<file path="config.mk">
export PLATFORM = sky130hd
export DESIGN_NAME = hazard_ctrl
export DESIGN_NICKNAME = d
export VERILOG_FILES = /design/src/rtl/hazard_pkg.sv /design/src/rtl/hazard_detect.sv /design/src/rtl/hazard_ctrl.sv
export SDC_FILE = /design/constraint.sdc
export NUM_CORES = 1
export LEC_CHECK = 0
export ABC_CLOCK_PERIOD_IN_PS = 3300
export CORE_UTILIZATION = 39
export CTS_CLUSTER_DIAMETER = 80
export DETAILED_ROUTE_END_ITERATION = 12
export PLACE_DENSITY_LB_ADDON = 0.05
export SLEW_MARGIN = 25
export SYNTH_ARGS = -nofsm -noshare
export SYNTH_HDL_FRONTEND = slang
export SYNTH_SLANG_ARGS = --single-unit
</file>
<file path="constraint.sdc">
create_clock -name clk -period 3.3 [get_ports clk]
set_input_delay 0.99 -clock clk [delete_from_list [all_inputs] [get_ports clk]]
set_output_delay 0.99 -clock clk [all_outputs]
set_load 0.01 [all_outputs]
</file>
<file path="src/rtl/hazard_pkg.sv">
// Shared hazard/interlock types for the 5-stage MIPS core.
// Holds the controller state encoding and the zero-register constant.
package hazard_pkg;

    typedef enum logic [1:0] {
        RUN      = 2'd0,
        MDU_BUSY = 2'd1,
        FLUSH    = 2'd2
    } state_t;

    localparam logic [4:0] ZERO_REG = 5'd0;

endpackage

</file>
<file path="src/rtl/hazard_detect.sv">
// Load-use / MFC0-use comparator: flags when the instruction in ID
// reads a register that the load or MFC0 in EX has not produced yet.
// Ports:
//   id_rs_addr, id_rt_addr  : source registers of the ID instruction
//   id_uses_rs, id_uses_rt  : which sources are actually read
//   idex_rd_addr            : destination of the EX instruction
//   idex_mem_read, idex_mfc0: EX instruction is a load / MFC0
//   hz                      : interlock required (combinational)
import hazard_pkg::*;

module hazard_detect (
    input  logic [4:0] id_rs_addr,
    input  logic [4:0] id_rt_addr,
    input  logic       id_uses_rs,
    input  logic       id_uses_rt,
    input  logic [4:0] idex_rd_addr,
    input  logic       idex_mem_read,
    input  logic       idex_mfc0,
    output logic       hz
);

    logic late_prod;
    logic rs_hit;
    logic rt_hit;

    // Only loads and MFC0 deliver their result too late to forward;
    // r0 is hard-wired so writing it never creates a dependency.
    assign late_prod = (idex_mem_read | idex_mfc0)
                     & (idex_rd_addr != ZERO_REG);

    assign rs_hit = id_uses_rs & (id_rs_addr == idex_rd_addr);
    assign rt_hit = id_uses_rt & (id_rt_addr == idex_rd_addr);

    assign hz = late_prod & (rs_hit | rt_hit);

endmodule

</file>
<file path="src/rtl/hazard_ctrl.sv">
// Pipeline interlock/sequencing controller: load-use stalls, iterative
// MDU occupancy of EX and exception/ERET flushes from MEM.
// Ports:
//   clk, resetn             : clock, async active-low reset
//   id_* / idex_*           : ID sources and EX producer info
//   idex_mdu_op/mdu_div     : EX holds MULT(U)/DIV(U), 1=divide
//   mem_exc_valid           : exception or ERET taken in MEM
//   pc/ifid/idex stall, idex/exmem bubble, three flushes, pc_exc_sel
//   mdu_start/abort/done    : MDU sequencing pulses
// Optional macro HAZARD_PERF_EN adds perf_ldstall_cnt and perf_mdu_cnt.
import hazard_pkg::*;

module hazard_ctrl #(
    parameter int DIV_CYCLES = 32,
    parameter int MUL_CYCLES = 4,
    parameter int CNT_W      = 6
) (
    input  logic        clk,
    input  logic        resetn,
    input  logic [4:0]  id_rs_addr,
    input  logic [4:0]  id_rt_addr,
    input  logic        id_uses_rs,
    input  logic        id_uses_rt,
    input  logic [4:0]  idex_rd_addr,
    input  logic        idex_mem_read,
    input  logic        idex_mfc0,
    input  logic        idex_mdu_op,
    input  logic        idex_mdu_div,
    input  logic        mem_exc_valid,
    output logic        pc_stall,
    output logic        ifid_stall,
    output logic        idex_stall,
    output logic        idex_bubble,
    output logic        exmem_bubble,
    output logic        ifid_flush,
    output logic        idex_flush,
    output logic        exmem_flush,
    output logic        pc_exc_sel,
    output logic        mdu_start,
    output logic        mdu_abort,
`ifdef HAZARD_PERF_EN
    output logic        mdu_done,
    output logic [31:0] perf_ldstall_cnt,
    output logic [31:0] perf_mdu_cnt
`else
    output logic        mdu_done
`endif
);

    // The start cycle and the done cycle are both part of the
    // occupancy, hence the load value of N-2.
    localparam logic [CNT_W-1:0] DIV_LOAD = CNT_W'(DIV_CYCLES - 2);
    localparam logic [CNT_W-1:0] MUL_LOAD = CNT_W'(MUL_CYCLES - 2);

    state_t           state;
    logic [CNT_W-1:0] cnt;
    logic             hz;
    logic             ld_stall;

    hazard_detect u_detect (
        .id_rs_addr    (id_rs_addr),
        .id_rt_addr    (id_rt_addr),
        .id_uses_rs    (id_uses_rs),
        .id_uses_rt    (id_uses_rt),
        .idex_rd_addr  (idex_rd_addr),
        .idex_mem_read (idex_mem_read),
        .idex_mfc0     (idex_mfc0),
        .hz            (hz)
    );

    // Load-use interlock is only honoured in RUN and loses to an
    // exception in MEM.
    assign ld_stall = resetn & (state == RUN)
                    & ~mem_exc_valid & hz;

    always_ff @(posedge clk or negedge resetn) begin
        if (!resetn) begin
            state <= RUN;
            cnt   <= '0;
        end else if (mem_exc_valid) begin
            state <= FLUSH;
            cnt   <= '0;
        end else begin
            case (state)
                RUN: begin
                    if (idex_mdu_op) begin
                        state <= MDU_BUSY;
                        cnt   <= idex_mdu_div ? DIV_LOAD : MUL_LOAD;
                    end
                end
                MDU_BUSY: begin
                    if (cnt == '0) begin
                        state <= RUN;
                    end else begin
                        cnt <= cnt - CNT_W'(1);
                    end
                end
                FLUSH: begin
                    state <= RUN;
                    cnt   <= '0;
                end
                default: begin
                    state <= RUN;
                    cnt   <= '0;
                end
            endcase
        end
    end

    always_comb begin
        pc_stall     = 1'b0;
        ifid_stall   = 1'b0;
        idex_stall   = 1'b0;
        idex_bubble  = 1'b0;
        exmem_bubble = 1'b0;
        ifid_flush   = 1'b0;
        idex_flush   = 1'b0;
        exmem_flush  = 1'b0;
        pc_exc_sel   = 1'b0;
        mdu_start    = 1'b0;
        mdu_abort    = 1'b0;
        mdu_done     = 1'b0;
        if (resetn) begin
            if (mem_exc_valid) begin
                ifid_flush  = 1'b1;
                idex_flush  = 1'b1;
                exmem_flush = 1'b1;
                pc_exc_sel  = 1'b1;
                mdu_abort   = (state == MDU_BUSY);
            end else begin
                case (state)
                    RUN: begin
                        if (idex_mdu_op) begin
                            // ID/EX is held, so no bubble even if
                            // a load-use hazard coincides.
                            mdu_start    = 1'b1;
                            pc_stall     = 1'b1;
                            ifid_stall   = 1'b1;
                            idex_stall   = 1'b1;
                            exmem_bubble = 1'b1;
                        end else if (hz) begin
                            pc_stall    = 1'b1;
                            ifid_stall  = 1'b1;
                            idex_bubble = 1'b1;
                        end
                    end
                    MDU_BUSY: begin
                        if (cnt == '0) begin
                            mdu_done = 1'b1;
                        end else begin
                            pc_stall     = 1'b1;
                            ifid_stall   = 1'b1;
                            idex_stall   = 1'b1;
                            exmem_bubble = 1'b1;
                        end
                    end
                    default: begin
                    end
                endcase
            end
        end
    end

`ifdef HAZARD_PERF_EN
    always_ff @(posedge clk or negedge resetn) begin
        if (!resetn) begin
            perf_ldstall_cnt <= '0;
            perf_mdu_cnt     <= '0;
        end else begin
            if (ld_stall) begin
                perf_ldstall_cnt <= perf_ldstall_cnt + 32'd1;
            end
            if (state == MDU_BUSY) begin
                perf_mdu_cnt <= perf_mdu_cnt + 32'd1;
            end
        end
    end
`else
    logic unused_ld_stall;
    assign unused_ld_stall = ld_stall;
`endif

endmodule

</file>
After elaboration in Yosys (flattened, before gate mapping)
Index checks and enable logic that the tools add are counted.
- logic and storage cells: 54
- register bits after elaboration: 8
- bitwise operators: 6
- equal/unequal tests: 6
- add/subtract/negate cells: 1
- multiplexer cells: 34
- reduce and logical (&&, ||, !) cells: 5
- operators by type and width (operator ; number):
    two-way mux 1 bit ; 23
    two-way mux 6 bit ; 3
    one-hot mux 6 bit (2 select lines) ; 1
    equality test 5 bit ; 2
    inequality test 3 bit, second input constant ; 3
    zero test 6 bit ; 1
    two-way mux 2 bit ; 3
    subtractor 6 x 1 -> 6 bit, second input constant ; 1
    two-way mux 5 bit ; 1
    nonzero test 5 bit ; 1
    bitwise AND 1 bit ; 4
    one-hot mux 1 bit (2 select lines) ; 2
    one-hot mux 2 bit (2 select lines) ; 1
    AND reduction 2 bit ; 2
    equality test 2 x 1 -> 1 bit, second input constant ; 1
    zero test 2 bit ; 1
    OR 1 bit ; 2

Logic depth before layout (Yosys ltp)
Gate-level depths: netlist of the first run.
- depth after elaboration: 9
- depth in mapped cells: 6
- mapped depth without buffers: 6

Cells and area by module
A second synthesis of the first run with hierarchy kept.
- cell total of the unflattened synthesis: 85
- area, all modules: 734.5 µm²
- by module, submodules not included (module ; area an instance (µm²) ; cells each ; instances):
    hazard_ctrl ; 583.1 ; 68 ; 1
    hazard_detect ; 151.4 ; 17 ; 1

Least setup slack after synthesis of the first run
Ideal clock, no wire load.
- path type: input port to output port
- start: in mem_exc_valid
- end: out pc_stall
- required time: 2.310 ns
- buffers on the path: 1
- arrival: 2.219 ns
- slack: 0.091 ns
- stages on the path: 5
- cell sequence: nor2_4 -> nand2_2 -> or4_1 -> o22ai_1 -> buf_4
- longest elaborated chain between the ends: 2
- RTL lines (item ; line ; RTL):
    start, declared ; hazard_ctrl.sv:29 ; input logic mem_exc_valid,
    two-way mux 1 bit (2 in series) ; n/a ;
    end, declared ; hazard_ctrl.sv:30 ; output logic pc_stall,
Every way passes these cells.

Final worst setup path of the first run
- start: in idex_mfc0
- end: out pc_stall
- longest elaborated chain between the ends: 8
- RTL lines (item ; line ; RTL):
    start, declared ; hazard_ctrl.sv:26 ; input logic idex_mfc0,
    OR 1 bit ; hazard_detect.sv:28 ; assign late_prod = (idex_mem_read | idex_mfc0)
    bitwise AND 1 bit ; hazard_detect.sv:29 ; & (idex_rd_addr != ZERO_REG);
    bitwise AND 1 bit ; hazard_detect.sv:34 ; assign hz = late_prod & (rs_hit | rt_hit);
    two-way mux 1 bit ; hazard_ctrl.sv:141 ; end else if (hz) begin
    two-way mux 1 bit ; hazard_ctrl.sv:133 ; if (idex_mdu_op) begin
    one-hot mux 1 bit (2 select lines) ; hazard_ctrl.sv:131 ; case (state)
    two-way mux 1 bit ; hazard_ctrl.sv:124 ; if (mem_exc_valid) begin
    two-way mux 1 bit ; hazard_ctrl.sv:123 ; if (resetn) begin
Every way passes these cells.

==> impl_metrics.tcl, run 1 <==
set metrics [dict create \
    cp-start-kind "input port" \
    synth_common_cells "nor2_1, xor2_1, dfrtp_1" \
    async_flop_share_pct 100 \
    wire_per_inst_um 13.8 \
    multi_input_area_sq_um 513 \
    rows 15 \
    ys_ff_latch 8 \
    synth_cells 84 \
    clockBufferDepth 2 \
    drt_first_pass_iters 4 \
    synth_warnings 0 \
    p_leak_nw 0.548 \
    nNetsFinal 157 \
    layout.area.seq_sq_um 200 \
    synth_top_area_share_pct 27.6 \
    overflow 0 \
    max_freq_mhz 307 \
    cp_max_fo 2 \
    fp.dieW_um 45.1 \
    fin_crit_ps 3260 \
    synth_nets 110 \
    dp_hpwl_um 1600 \
    power_mw 0.297 \
    io_pins 36 \
    seq_area_frac_synth_pct 27.6 \
    cts_sinks 8 \
    drc 0 \
    diodes 0 \
    htree_num_levels 1 \
    die_h_um 45.1 \
    hold_slack_ps 601 \
    area_growth_pct 64.9 \
    ctsRootBufferMaster "clkbuf_4" \
    status "completed" \
    maxCapViolCount 0 \
    vias_per_cell 5.11 \
    slew_viol_final 0 \
    hold_class "flop to flop" \
    place.gp.congestion 0.922 \
    drt_iter0_drc 22 \
    power.density_mw_per_mm2 248 \
    start_util_pct 42.0 \
    core-area_sq_mm 0.00173 \
    critical_path_class "input port to output port" \
    vias 787 \
    ant_nets 0 \
    synthDistinctLibCells 42 \
    required_ps 2310 \
    setup_viol 0 \
    drive_gt1_share_pct 29.5 \
    worstSkewPairLatency_ps 260 \
    clk_pin_slew_worst_paths_ps 50 \
    synth_top_area_cell "dfrtp_1" \
    wl_um 2120 \
    period_share_pct 98.8 \
    worst_pin_slew_ps 274 \
    cts_tree "built" \
    synth-edff-count 0 \
    cts_buffers 3 \
    fin_worst_skew_ps 5.91 \
    vdd_drop_max_v 0.000224 \
    design.die.area_sq_mm 0.00203 \
    max_slew_margin_pct 81.6 \
    final_hold_viol_count 0 \
    syn_area_sq_um 724 \
    grt_pass1_wl_um 3320 \
    antenna_found_initial 0 \
    avgSynthCellArea_sq_um 8.62 \
    critPathCaptureType "output port" \
    portBuffers 35 \
    grt_pass1_vias 744 \
    grt_max_degree 13 \
    dominantRegCellSynth "dfrtp_1" \
    nFillCells 161 \
    synth_area_leaders "dfrtp_1, xor2_1, buf_4" \
    grt_usage_pct 23.0 \
    synth_most_common_cell "nor2_1" \
    arrival_ps 2270 \
]
## power by group
part / total, mW / switching [mW] / internal, mW / leakage, nW
sequential: 0.108 / 0.00561 / 0.102 / 0.107
clock: 0.0753 / 0.0337 / 0.0416 / 0.0138
combinational: 0.114 / 0.0520 / 0.0617 / 0.427
total: 0.297 / 0.0914 / 0.205 / 0.548
## through the flow
stage                     TNS (ps)  worst slack (ps)  cell area (sq um)  cells  util, %
after detailed placement     -3800              -672               1160    151     67.5
final                            0              38.4               1190    154     69.2
after global placement       -3740              -644               1160    151     67.5
after global routing         -5.93             -4.97               1190    154     69.2
after CTS                        0              4.48               1180    154     68.6
after floorplan                  0              90.6                724     84        -
## critical path, stage by stage
cell,delay [ps]
clkdlybuf4s50_1,460
nor2_1,50
or4_4,430
o22ai_2,190
buf_2,160
## repair_timing
action | 4_1_cts | 5_1_grt
pin swaps | 5 | 6
hold endpoints to repair | 0 | 0
endpoints found under the setup margin | 12 | 3
resized for setup | 37 | 13
buffers inserted | 0 | 0
hold buffers | 0 | 0
## cell families (layout without fill, tap and decap cells)
| group | after synthesis | after routing | share of synthesized area (%) |
|---|---|---|---|
| and+or+nand+nor | 36 | 36 | 30.4 |
| buffers and inverters | 10 | 55 | 7.94 |
| adders and majority gates | 2 | 2 | 3.45 |
| DFF | 8 | 8 | 27.6 |
| xor gates and xnor gates | 11 | 11 | 13.3 |
| muxes | 1 | 1 | 1.38 |
| AOI/OAI and AO/OA | 16 | 16 | 15.9 |
## layer usage
layer,up-vias,global-route usage [%],routed length [um]
met1,366,31.3,926
met4,0,5.45,11
li1,393,-,-
met5,-,0,0
met3,2,6.40,133
met2,26,35.9,1050
## worst paths after layout
check,from,end,slack (ps),cells after the start
worst max-delay path,idex_mfc0,pc_stall,40,5
worst min register to register,cnt[3],cnt[3],600,2
max in group asynchronous,resetn,cnt[4],2330,2
min in group asynchronous,resetn,cnt[0],840,2
worst min-delay path,cnt[3],cnt[3],600,2
worst max register to register,cnt[0],cnt[4],1450,6
## flip-flops by register name, summed over array words and instances (netlist names)
name / cells
cnt: 6
state: 2
## placed cells by master (no fill, tap or decap), drive strengths merged, types with 2 or more instances in the layout
cell,count
and2,2
nand2b,2
nor3,3
nor2,11
inv,3
o21ai,4
o22ai,2
buf,17
a21oi,2
or2,2
nand4,2
clkdlybuf4s50,13
clkbuf,6
nand2,3
clkdlybuf4s15,3
xnor2,2
dfrtp,8
nor3b,2
dlygate4sd2,12
or4,3
nor4,2
ha,2
xor2,9
## final cells by class
type	instances	area share, %
Timing Repair Buffer	49	34.9
Multi-Input combinational cell	66	42.9
Tap cell	25	2.62
Clock buffer	3	1.88
Sequential cell	8	16.8
Inverter	3	0.942
Power figures use the tool's default switching activity.
==> inputs of run 2 (changes only) <==
--- a/config.mk
+++ b/config.mk
@@ -10,6 +10,7 @@
 export CTS_CLUSTER_DIAMETER = 80
 export DETAILED_ROUTE_END_ITERATION = 12
 export PLACE_DENSITY_LB_ADDON = 0.05
+export RECOVER_POWER = 100
 export SLEW_MARGIN = 25
 export SYNTH_ARGS = -nofsm -noshare
 export SYNTH_HDL_FRONTEND = slang
==> run 2 against run 1 <==
Hold slack got worse by 11 ps. Global-route usage unchanged. Largest cell class unchanged. Critical path type unchanged. Total power decreased by 1.6%. Sequential cell count unchanged. Wire length decreased by 1.5%.
==> impl_metrics.tcl, run 2 (synthesis results as in run 1) <==
set metrics [dict create \
    p_sw_share_pct 31.0 \
    clockBufferDepth 2 \
    cp-startpoint "idex_mfc0" \
    clk_pin_slew_worst_paths_ps 50 \
    htree_num_levels 1 \
    r2r_cells 6 \
    cpPeakStageDelay_ps 460 \
    overflow 0 \
    core-area_sq_mm 0.00173 \
    critPathCaptureType "output port" \
    grt_usage_pct 23.0 \
    p_seq_share_pct 36.8 \
    nNetsFinal 157 \
    arrival_ps 2270 \
    setup_tns_ps 0 \
    hold_buffers 0 \
    power.switching_mw 0.0904 \
    cts_buffers 3 \
    die_h_um 45.1 \
    area_growth_pct 62.9 \
    cp-start-kind "input port" \
    cts_sinks 8 \
    ctsRootBufferMaster "clkbuf_4" \
    vdd_drop_max_v 0.000223 \
    power.density_mw_per_mm2 247 \
    slew_viol_final 0 \
    grt_pass1_vias 744 \
    maxCapViolCount 0 \
    period_share_pct 98.8 \
    antenna_found_initial 0 \
    crit_slowest_cell "clkdlybuf4s50_1" \
    final_hold_viol_count 0 \
    status "completed" \
    worstHoldStart "cnt[3]" \
    worst_pin_slew_ps 274 \
    worstSkewPairLatency_ps 260 \
    diodes 0 \
    critical_path_class "input port to output port" \
    top_register "cnt" \
    max_freq_mhz 307 \
    setup_viol 0 \
    largest_reg_flops 6 \
    place.gp.congestion 0.922 \
    fin_crit_ps 3260 \
    r2r_start "cnt[0]" \
    crit_chain "clkdlybuf4s50_1 -> nor2_1 -> or4_4 -> o22ai_2 -> buf_2" \
    dp_hpwl_um 1600 \
    start_util_pct 42.0 \
    max_slew_margin_pct 81.6 \
    design.die.area_sq_mm 0.00203 \
    fin_worst_skew_ps 5.74 \
    io_pins 36 \
    p_leak_nw 0.530 \
    drc 0 \
    drt_first_pass_iters 4 \
    cp_max_fo 2 \
    wl_um 2090 \
    wire_per_inst_um 13.6 \
    rows 15 \
    vias 784 \
    p_clk_share_pct 25.7 \
    vias_per_cell 5.09 \
    drt_iter0_drc 16 \
    portBuffers 35 \
    pwr-share-comb_pct 37.5 \
    mostFrequentLayoutCells "clkdlybuf4s50_1, dlygate4sd2_1, buf_4" \
    ant_nets 0 \
    required_ps 2310 \
    grt_max_degree 13 \
    power_mw 0.292 \
    fp.dieW_um 45.1 \
    top_regs "cnt x6, state x2" \
    r2r_slack_ps 1440 \
    grt_pass1_wl_um 3320 \
    intPower_mw 0.202 \
    hold_class "flop to flop" \
    drive_gt1_share_pct 25.6 \
    cts_tree "built" \
    hold_depth 2 \
]
[run 2: per-stage QoR]
stage / hold slack (ps) / instances / utilization [%] / area [sq um] / worst slack [ps]
finish: 590 / 154 / 68.3 / 1180 / 38.7
global route: 627 / 154 / 68.3 / 1180 / -4.97
CTS: 594 / 154 / 68.6 / 1180 / 4.48
detailed placement: 578 / 151 / 67.5 / 1160 / -672
global placement: 588 / 151 / 67.5 / 1160 / -644
floorplan: 517 / 84 / - / 724 / 90.6
[run 2: critical path: cells and delay by family]
kind            cells  cell delay [ps]
compound gates      1              190
buf+inv             2              620
simple gates        2              480
[run 2: power by group through the flow]
stage	Clock [mW]	Combinational [mW]	Sequential, mW
after floorplan	0	0.0518	0.108
after global placement	0	0.113	0.109
after detailed placement	0	0.114	0.109
after CTS	0.0766	0.111	0.107
after global routing	0.0810	0.120	0.108
final	0.0750	0.109	0.107
[run 2: what timing repair did]
item,CTS,global route
endpoints found under the hold margin,0,0
setup endpoints to repair,12,3
resized for setup,37,13
pin swaps,5,6
buffers inserted,0,0
[run 2: cell type report]
cell class                      count  area, sq um
Multi-Input combinational cell     66          510
Inverter                            3         11.3
Timing Repair Buffer               49          404
Tap cell                           25         31.3
Clock buffer                        3         22.5
Fill cell                         161          547
Sequential cell                     8          200
[run 2: metal layers]
metal  vias to the layer above  global-route usage, %  part of all wire (%)
met3                         2                   6.40                   6.2
met4                         0                   5.45                  0.53
met2                        24                   35.9                    50
met1                       365                   31.3                    43
met5                         -                      0                     0
li1                        393                      -                     -
[run 2: path summary, 6_finish.rpt]
check / endpoint
max in group asynchronous: cnt[4]
worst max-delay path: pc_stall
worst max register to register: cnt[4]
min in group asynchronous: cnt[2]
worst min-delay path: cnt[3]
worst min register to register: cnt[3]
